**src/rtl/imm_encoder.sv**
```systemverilog
// imm_encoder: packs LEGv8 fields into 32-bit instruction words, expanding wide constants into MOVZ/MOVK.
// Optional IMM_ENC_PERF_EN adds saturating handshake counters perf_words/perf_errs.
module imm_encoder #(
    parameter int WORD      = 64,
    parameter int INSTR_LEN = 32
) (
    input  logic                 clk,
    input  logic                 rst_n,
    input  logic                 req_valid,
    output logic                 req_ready,
    input  logic [2:0]           req_fmt,
    input  logic [10:0]          req_opcode,
    input  logic [4:0]           req_rd,
    input  logic [4:0]           req_rn,
    input  logic [WORD-1:0]      req_imm,
    output logic                 out_valid,
    input  logic                 out_ready,
    output logic [INSTR_LEN-1:0] out_instr,
    output logic                 out_last,
    output logic                 out_err
`ifdef IMM_ENC_PERF_EN
    ,
    output logic [31:0]          perf_words,
    output logic [15:0]          perf_errs
`endif
);
    typedef enum logic [1:0] {IDLE, HOLD, WIDE} state_t;
    localparam logic [8:0] MOVZ = 9'b110100101;
    localparam logic [8:0] MOVK = 9'b111100101;

    state_t                 state, state_nxt;
    logic signed [WORD-1:0] simm;
    logic [3:0]             nz, first_rem, rem, rem_nxt;
    logic [1:0]             first_hw, next_hw;
    logic [WORD-1:0]        wimm;
    logic [4:0]             wrd;
    logic [INSTR_LEN-1:0]   enc_word, wide_first, wide_next;
    logic                   enc_err, accept, advance;

    function automatic logic [1:0] low_idx(input logic [3:0] m);
        return m[0] ? 2'd0 : m[1] ? 2'd1 : m[2] ? 2'd2 : m[3] ? 2'd3 : 2'd0;
    endfunction

    assign simm = $signed(req_imm);

    // rem holds the nonzero halfwords still to be emitted as MOVK, lowest first
    always_comb begin
        nz         = {|req_imm[63:48], |req_imm[47:32], |req_imm[31:16], |req_imm[15:0]};
        first_hw   = low_idx(nz);
        first_rem  = nz & ~(4'b1 << first_hw);
        wide_first = {MOVZ, first_hw, req_imm[{first_hw, 4'b0} +: 16], req_rd};
        next_hw    = low_idx(rem);
        rem_nxt    = rem & ~(4'b1 << next_hw);
        wide_next  = {MOVK, next_hw, wimm[{next_hw, 4'b0} +: 16], wrd};
    end

    always_comb begin
        enc_word = '0;
        enc_err  = 1'b0;
        case (req_fmt)
            3'd0: begin
                enc_err  = simm < 64'sd0 || simm > 64'sd63;
                enc_word = {req_opcode, 5'b0, req_imm[5:0], req_rn, req_rd};
            end
            3'd1: begin
                enc_err  = simm < -64'sd2048 || simm > 64'sd2047;
                enc_word = {req_opcode[10:1], req_imm[11:0], req_rn, req_rd};
            end
            3'd2: begin
                enc_err  = simm < -64'sd256 || simm > 64'sd255;
                enc_word = {req_opcode, req_imm[8:0], 2'b00, req_rn, req_rd};
            end
            3'd3: begin
                enc_err  = simm < -64'sd262144 || simm > 64'sd262143;
                enc_word = {req_opcode[10:3], req_imm[18:0], req_rd};
            end
            3'd4: begin
                enc_err  = simm < -64'sd33554432 || simm > 64'sd33554431;
                enc_word = {req_opcode[10:5], req_imm[25:0]};
            end
            3'd5: enc_word = wide_first;
            default: enc_err = 1'b1;
        endcase
        if (enc_err) enc_word = '0;
    end

    always_ff @(posedge clk or negedge rst_n) begin
        if (!rst_n) state <= IDLE;
        else        state <= state_nxt;
    end

    always_comb begin
        state_nxt = state;
        req_ready = state == IDLE;
        out_valid = state != IDLE;
        case (state)
            IDLE:    if (req_valid) state_nxt = req_fmt == 3'd5 ? WIDE : HOLD;
            HOLD:    if (out_ready) state_nxt = IDLE;
            WIDE:    if (out_ready && out_last) state_nxt = IDLE;
            default: state_nxt = IDLE;
        endcase
    end

    assign accept  = req_valid && req_ready;
    assign advance = state == WIDE && out_ready && !out_last;

    always_ff @(posedge clk or negedge rst_n) begin
        if (!rst_n) begin
            out_instr <= '0;
            out_last  <= 1'b0;
            out_err   <= 1'b0;
            wimm      <= '0;
            wrd       <= '0;
            rem       <= '0;
        end else if (accept) begin
            out_instr <= enc_word;
            out_err   <= enc_err;
            out_last  <= req_fmt != 3'd5 || first_rem == 4'd0;
            wimm      <= req_imm;
            wrd       <= req_rd;
            rem       <= req_fmt == 3'd5 ? first_rem : 4'd0;
        end else if (advance) begin
            out_instr <= wide_next;
            out_last  <= rem_nxt == 4'd0;
            rem       <= rem_nxt;
        end
    end

`ifdef IMM_ENC_PERF_EN
    always_ff @(posedge clk or negedge rst_n) begin
        if (!rst_n) begin
            perf_words <= '0;
            perf_errs  <= '0;
        end else if (out_valid && out_ready) begin
            if (!(&perf_words)) perf_words <= perf_words + 32'd1;
            if (out_err && !(&perf_errs)) perf_errs <= perf_errs + 16'd1;
        end
    end
`endif
endmodule

```
**config.mk**
```make
export PLATFORM = sky130hd
export DESIGN_NAME = imm_encoder
export DESIGN_NICKNAME = d
export VERILOG_FILES = /design/src/rtl/imm_encoder.sv
export SDC_FILE = /design/constraint.sdc
export NUM_CORES = 1
export LEC_CHECK = 0
export CORE_AREA = 5 5 113 115
export DETAILED_ROUTE_END_ITERATION = 8
export DIE_AREA = 0 0 118 120
export PLACE_DENSITY_LB_ADDON = 0.2
export SLEW_MARGIN = 5
export SYNTH_ARGS = -nofsm -noshare
export SYNTH_HDL_FRONTEND = slang
export SYNTH_SLANG_ARGS = --single-unit
```
**constraint.sdc**
```tcl
create_clock -name clk -period 6.1 [get_ports clk]
set_clock_uncertainty 0.2 [all_clocks]
set_input_delay 0.61 -clock clk [delete_from_list [all_inputs] [get_ports clk]]
set_output_delay 0.61 -clock clk [all_outputs]
set_load 0.005 [all_outputs]
```
Yosys cells after proc, flatten, opt, wreduce, memory -nomap -nowiden
Cells that the tools add are included.

Register bits: 109. Bits of input ports: 92. Output and inout bits: 36.

Order comparisons: 10. Equal/unequal tests: 11. Shifts and indexed selects: 4. Multiplexer cells: 23. Bitwise operators: 4. Reduce and logical (&&, ||, !) cells: 22.

Operator list (count): $pmux 32 s6 (1); $shiftx 64x7->16 (2); $mux 32 (3); $gt 64x12->1 const B (1); $gt 64x19->1 const B (1); $gt 64x26->1 const B (1); $gt 64x7->1 const B (1); $gt 64x9->1 const B (1); $lt 64x1->1 const B (1); $lt 64x12->1 const B (1); $lt 64x19->1 const B (1); $lt 64x26->1 const B (1); $lt 64x9->1 const B (1); $reduce_or 16->1 (4); $mux 2 (12); $mux 4 (3); $and 4x4->4 (2); $logic_not 4->1 (2); $not 4->4 (2); $shl 1x2->4 const A (2); $eq 3x2->1 const B (2); $eq 3x3->1 const B (2); $logic_or 1x1->1 (6); $ne 2x2->1 const B (3); other kinds (13) (18).

Logic depth before layout (Yosys ltp)
Word-level depth: 11. Gate-level depth with buffers: 9.

Worst setup path before layout
No wires, ideal clock.

Path kind: input-to-reg. Start point: input req_imm[28]. End point: register out_instr[22]. Data arrival time: 3.313 ns. Path slack: 2.505 ns. Stages: 9. Buffers on the path: 2. Cell sequence: or4_1 or4_4 or4_4 o211ai_1 nor2_1 or4b_1 buf_2 buf_6 o22ai_2.

Cells in the longest elaborated chain, start to end: 6.

Ends and longest elaborated chain: from (decl) (line 15) `input logic [WORD-1:0] req_imm,`; parallel branches: the longest is 4 deep, another holds $lt 64x26->1; $mux 32 * (line 84) `if (enc_err) enc_word = '0;`; $mux 32 * (line 115) `end else if (accept) begin`; to (signal assigned) (line 116) `out_instr <= enc_word;`; to (signal assigned) (line 123) `out_instr <= wide_next;`; to (decl) (line 18) `output logic [INSTR_LEN-1:0] out_instr,`.

Every way passes the cells marked *. A chain may end at the register's enable or synchronous reset.

Final worst setup path
Start point: input req_imm[28]. End point: register out_instr[21].

The elaborated chain is that of the path after synthesis.

==> results.ini <==
[clock_tree]
post_cts_resized = 0
post_cts_buffers = 0
worst_setup_hold_path_clk_slew_ns = 0.08
clkLatencyLatePin_ns = 0.36
tritoncts = built
clock_tree.htree_level_count = 3
cts_root_buf = clkbuf_16
tritoncts.num_buffers = 9
cts.sink_count = 109
clk_path_buf_depth = 2
ctsHoldBuffers = 0

[yosys]
yosysWarningCount = 0
netlist.top_cell.by_area = dfrtp_1
synth.top_cell.area_share_pct = 42.6
synth_cell_types = 58
ys_top_cells_by_count = nand2_1, dfrtp_1, nor2_1
synth-async-reset-ratio_pct = 100
avgSynthCellArea_sq_um = 8.16
synth-main-ff-cell = dfrtp_1
syn_inst = 785
synth.area.top_cells = dfrtp_1, nand2_1, mux2i_1
synth_area_sq_um = 6410
synth_most_common_cell = nand2_1
number_of_enable_flip_flop_cells_after_synthesis = 0
synth_sequential_area_ratio_pct = 42.6
mappedNetlistNets = 877
ys_ff_latch = 109

[timing]
max_clock_freq_ghz = 0.231
finalHoldViolations = 0
report.final.setup_viol = 0
tns_ns = 0
final_min_period_over_clock_period_pct = 70.9
max_slew.worst_pin.slew_ns = 1.20
maxSlewViolCount = 0
worst_slew_margin_rel_pct = 19.1
period_needed_ns = 4.33
grt_setup_unrepaired = false
layout_setup_ws_ns = 1.77

[critical_path]
worst_path_buf_inv = 1
cp_data_required_time_ns = 6.15
worst-endpoint-arrival_ns = 4.38
setup.worst_path.end_class = flop
largest_stage_delay_on_the_critical_path_ns = 0.81
path_max_fanout = 19
critical_path.top_delay_family = simple AND/OR/NAND/NOR gates
cell_chain_critical_path = clkdlybuf4s50_1 -> or4_1 -> or4_4 -> or2_1 -> o41ai_1 -> and3_1 -> or4b_1 -> o32ai_1
critical_path_class = input port to flop
type_of_origin_of_the_critical_path = input port
timing.critical_path.slowest_stage_cell = or4b_1

[layout]
final_layout_size_suffix_gt1_share_pct = 5.18
diodes = 0
num-nets-final = 975
post_layout_nonfiller_instances = 1035
syn_to_final_growth_pct = 26.4

[placed_design]
routabilityCongestion = 0.980
io_buffers = 127
placement.setup.worst_slack_ns = 1.48
detailed_place_hpwl_um = 18400
placed_cells_incl_taps = 1019

[pwr]
leakagePower_uw = 0.00350
ir_drop_v = 0.000322
powerDensity_nw_per_um2 = 301

[grt]
grt_pass1_vias = 6735
antenna_found_initial = 0
wire_length_of_the_first_global_routing_pass_um = 38400
gr-total-overflow = 0
globalRouteTotalUtil_pct = 34.7
grt_max_degree = 101

[drt]
vias = 6978
firstDrtPassIters = 6
drt_first_iter_violations = 1205
vias_per_cell = 6.74
ant_nets = 0
routed_wl_um = 25100
drt-wirelength-per-cell_um = 24.2
drc_errors = 0

[flow_run]
max_cap_viol_count = 0

[run_status]
status = finished, final reports clean

[hold_path]
class_of_the_tightest_hold_or_removal_check = input port to async pin

[floorplanning]
placementRows = 40
boundaryPins = 128
core_sq_um = 11700
floorplan.die.height_um = 120
start_util_pct = 54.7
chipWidth_um = 118
die_area_sq_um = 14200

-- state kept, by name (all words and copies together), names as in the netlist --
register and count:
out_last 1, out_instr 32, wrd 5, rem 4
out_err 1, state 2, wimm 64
-- area by class of cell --
type / count / area [sq um]
fillers: 965 / 3610
multi-input cells: 613 / 3460
flip-flops and latches: 109 / 2730
repair buffers: 142 / 1380
clock buffers: 10 / 239
well taps: 147 / 184
clock inverters: 6 / 78.8
inverters: 8 / 30.0
-- path summary, 6_finish.rpt --
kind                                       from                   endpoint  slack [ns]  depth (start not counted)
max                                 req_imm[28]  out_instr[21]$_DFFE_PN0P_        1.77                          8
min                                       rst_n       wimm[38]$_DFFE_PN0P_       0.009                          1
max reg2reg                state[0]$_DFFE_PN0P_  out_instr[15]$_DFFE_PN0P_        2.85                          9
min reg2reg                wimm[60]$_DFFE_PN0P_       wimm[60]$_DFFE_PN0P_        0.28                          2
max in group asynchronous                 rst_n   out_instr[4]$_DFFE_PN0P_        4.37                          2
min in group clk           wimm[60]$_DFFE_PN0P_       wimm[60]$_DFFE_PN0P_        0.28                          2
-- cell families (layout without fill, tap and decap cells) --
kind of cell             after synthesis  in the layout  synth area share [%]
AND/OR/NAND/NOR                      371            371                  26.2
AO/OA/AOI/OAI                        208            208                  22.1
multiplexers                          33             33                  5.16
adder cells (fa/ha/maj)                1              1                 0.156
buffers and inverters                 63            166                  3.85
flip-flops                           109            109                  42.6
-- report_power, final --
group	leakage, uW	switching, uW	internal [uW]
logic	0.00200	416	361
registers	0.00135	125	915
clock network	0.000148	284	336
total	0.00350	825	1610
-- cells in the final DEF, fill, tap and decap left out, drive strengths merged, types with 9 or more instances in the layout --
cell	n
nor2	54
nand3	10
a211oi	20
a221o	9
mux2i	33
clkdlybuf4s50	126
nor4	10
a221oi	22
nand2	220
inv	10
dfrtp	109
o21ai	44
a21oi	42
o22ai	19
clkbuf	10
nor2b	13
buf	16
nand4	13
-- worst reg2reg max path, stage by stage (launching register included) --
cell      delay [ns]
dfrtp_1         0.45
or2_2           0.33
inv_1           0.09
nand2_2         0.48
o31ai_1         0.57
buf_4           0.35
o22a_1          0.18
o221ai_1        0.12
a221oi_1        0.28
a211oi_1        0.09
-- per-layer routing --
| layer | vias to the layer above | global-route usage (%) | wire [um] |
|---|---|---|---|
| li1 | 3037 | - | - |
| met1 | 3328 | 46.2 | 9730 |
| met2 | 524 | 53.8 | 11300 |
| met3 | 89 | 10.5 | 2990 |
| met4 | 0 | 12.6 | 1040 |
| met5 | - | 0 | 0 |
-- per-stage QoR --
stage / util (%) / hold slack (ns) / total power, uW / instance area, sq um
after floorplan: - / 0.114 / 1400 / 6410
after global placement: 66.4 / 0.257 / 1770 / 7780
after detailed placement: 66.4 / 0.264 / 1810 / 7780
after CTS: 69.1 / 0.0170 / 2430 / 8100
after global routing: 69.1 / 0.0364 / 2550 / 8100
final: 69.1 / 0.00864 / 2440 / 8100
Note: power is estimated with default switching activity, not from simulation.
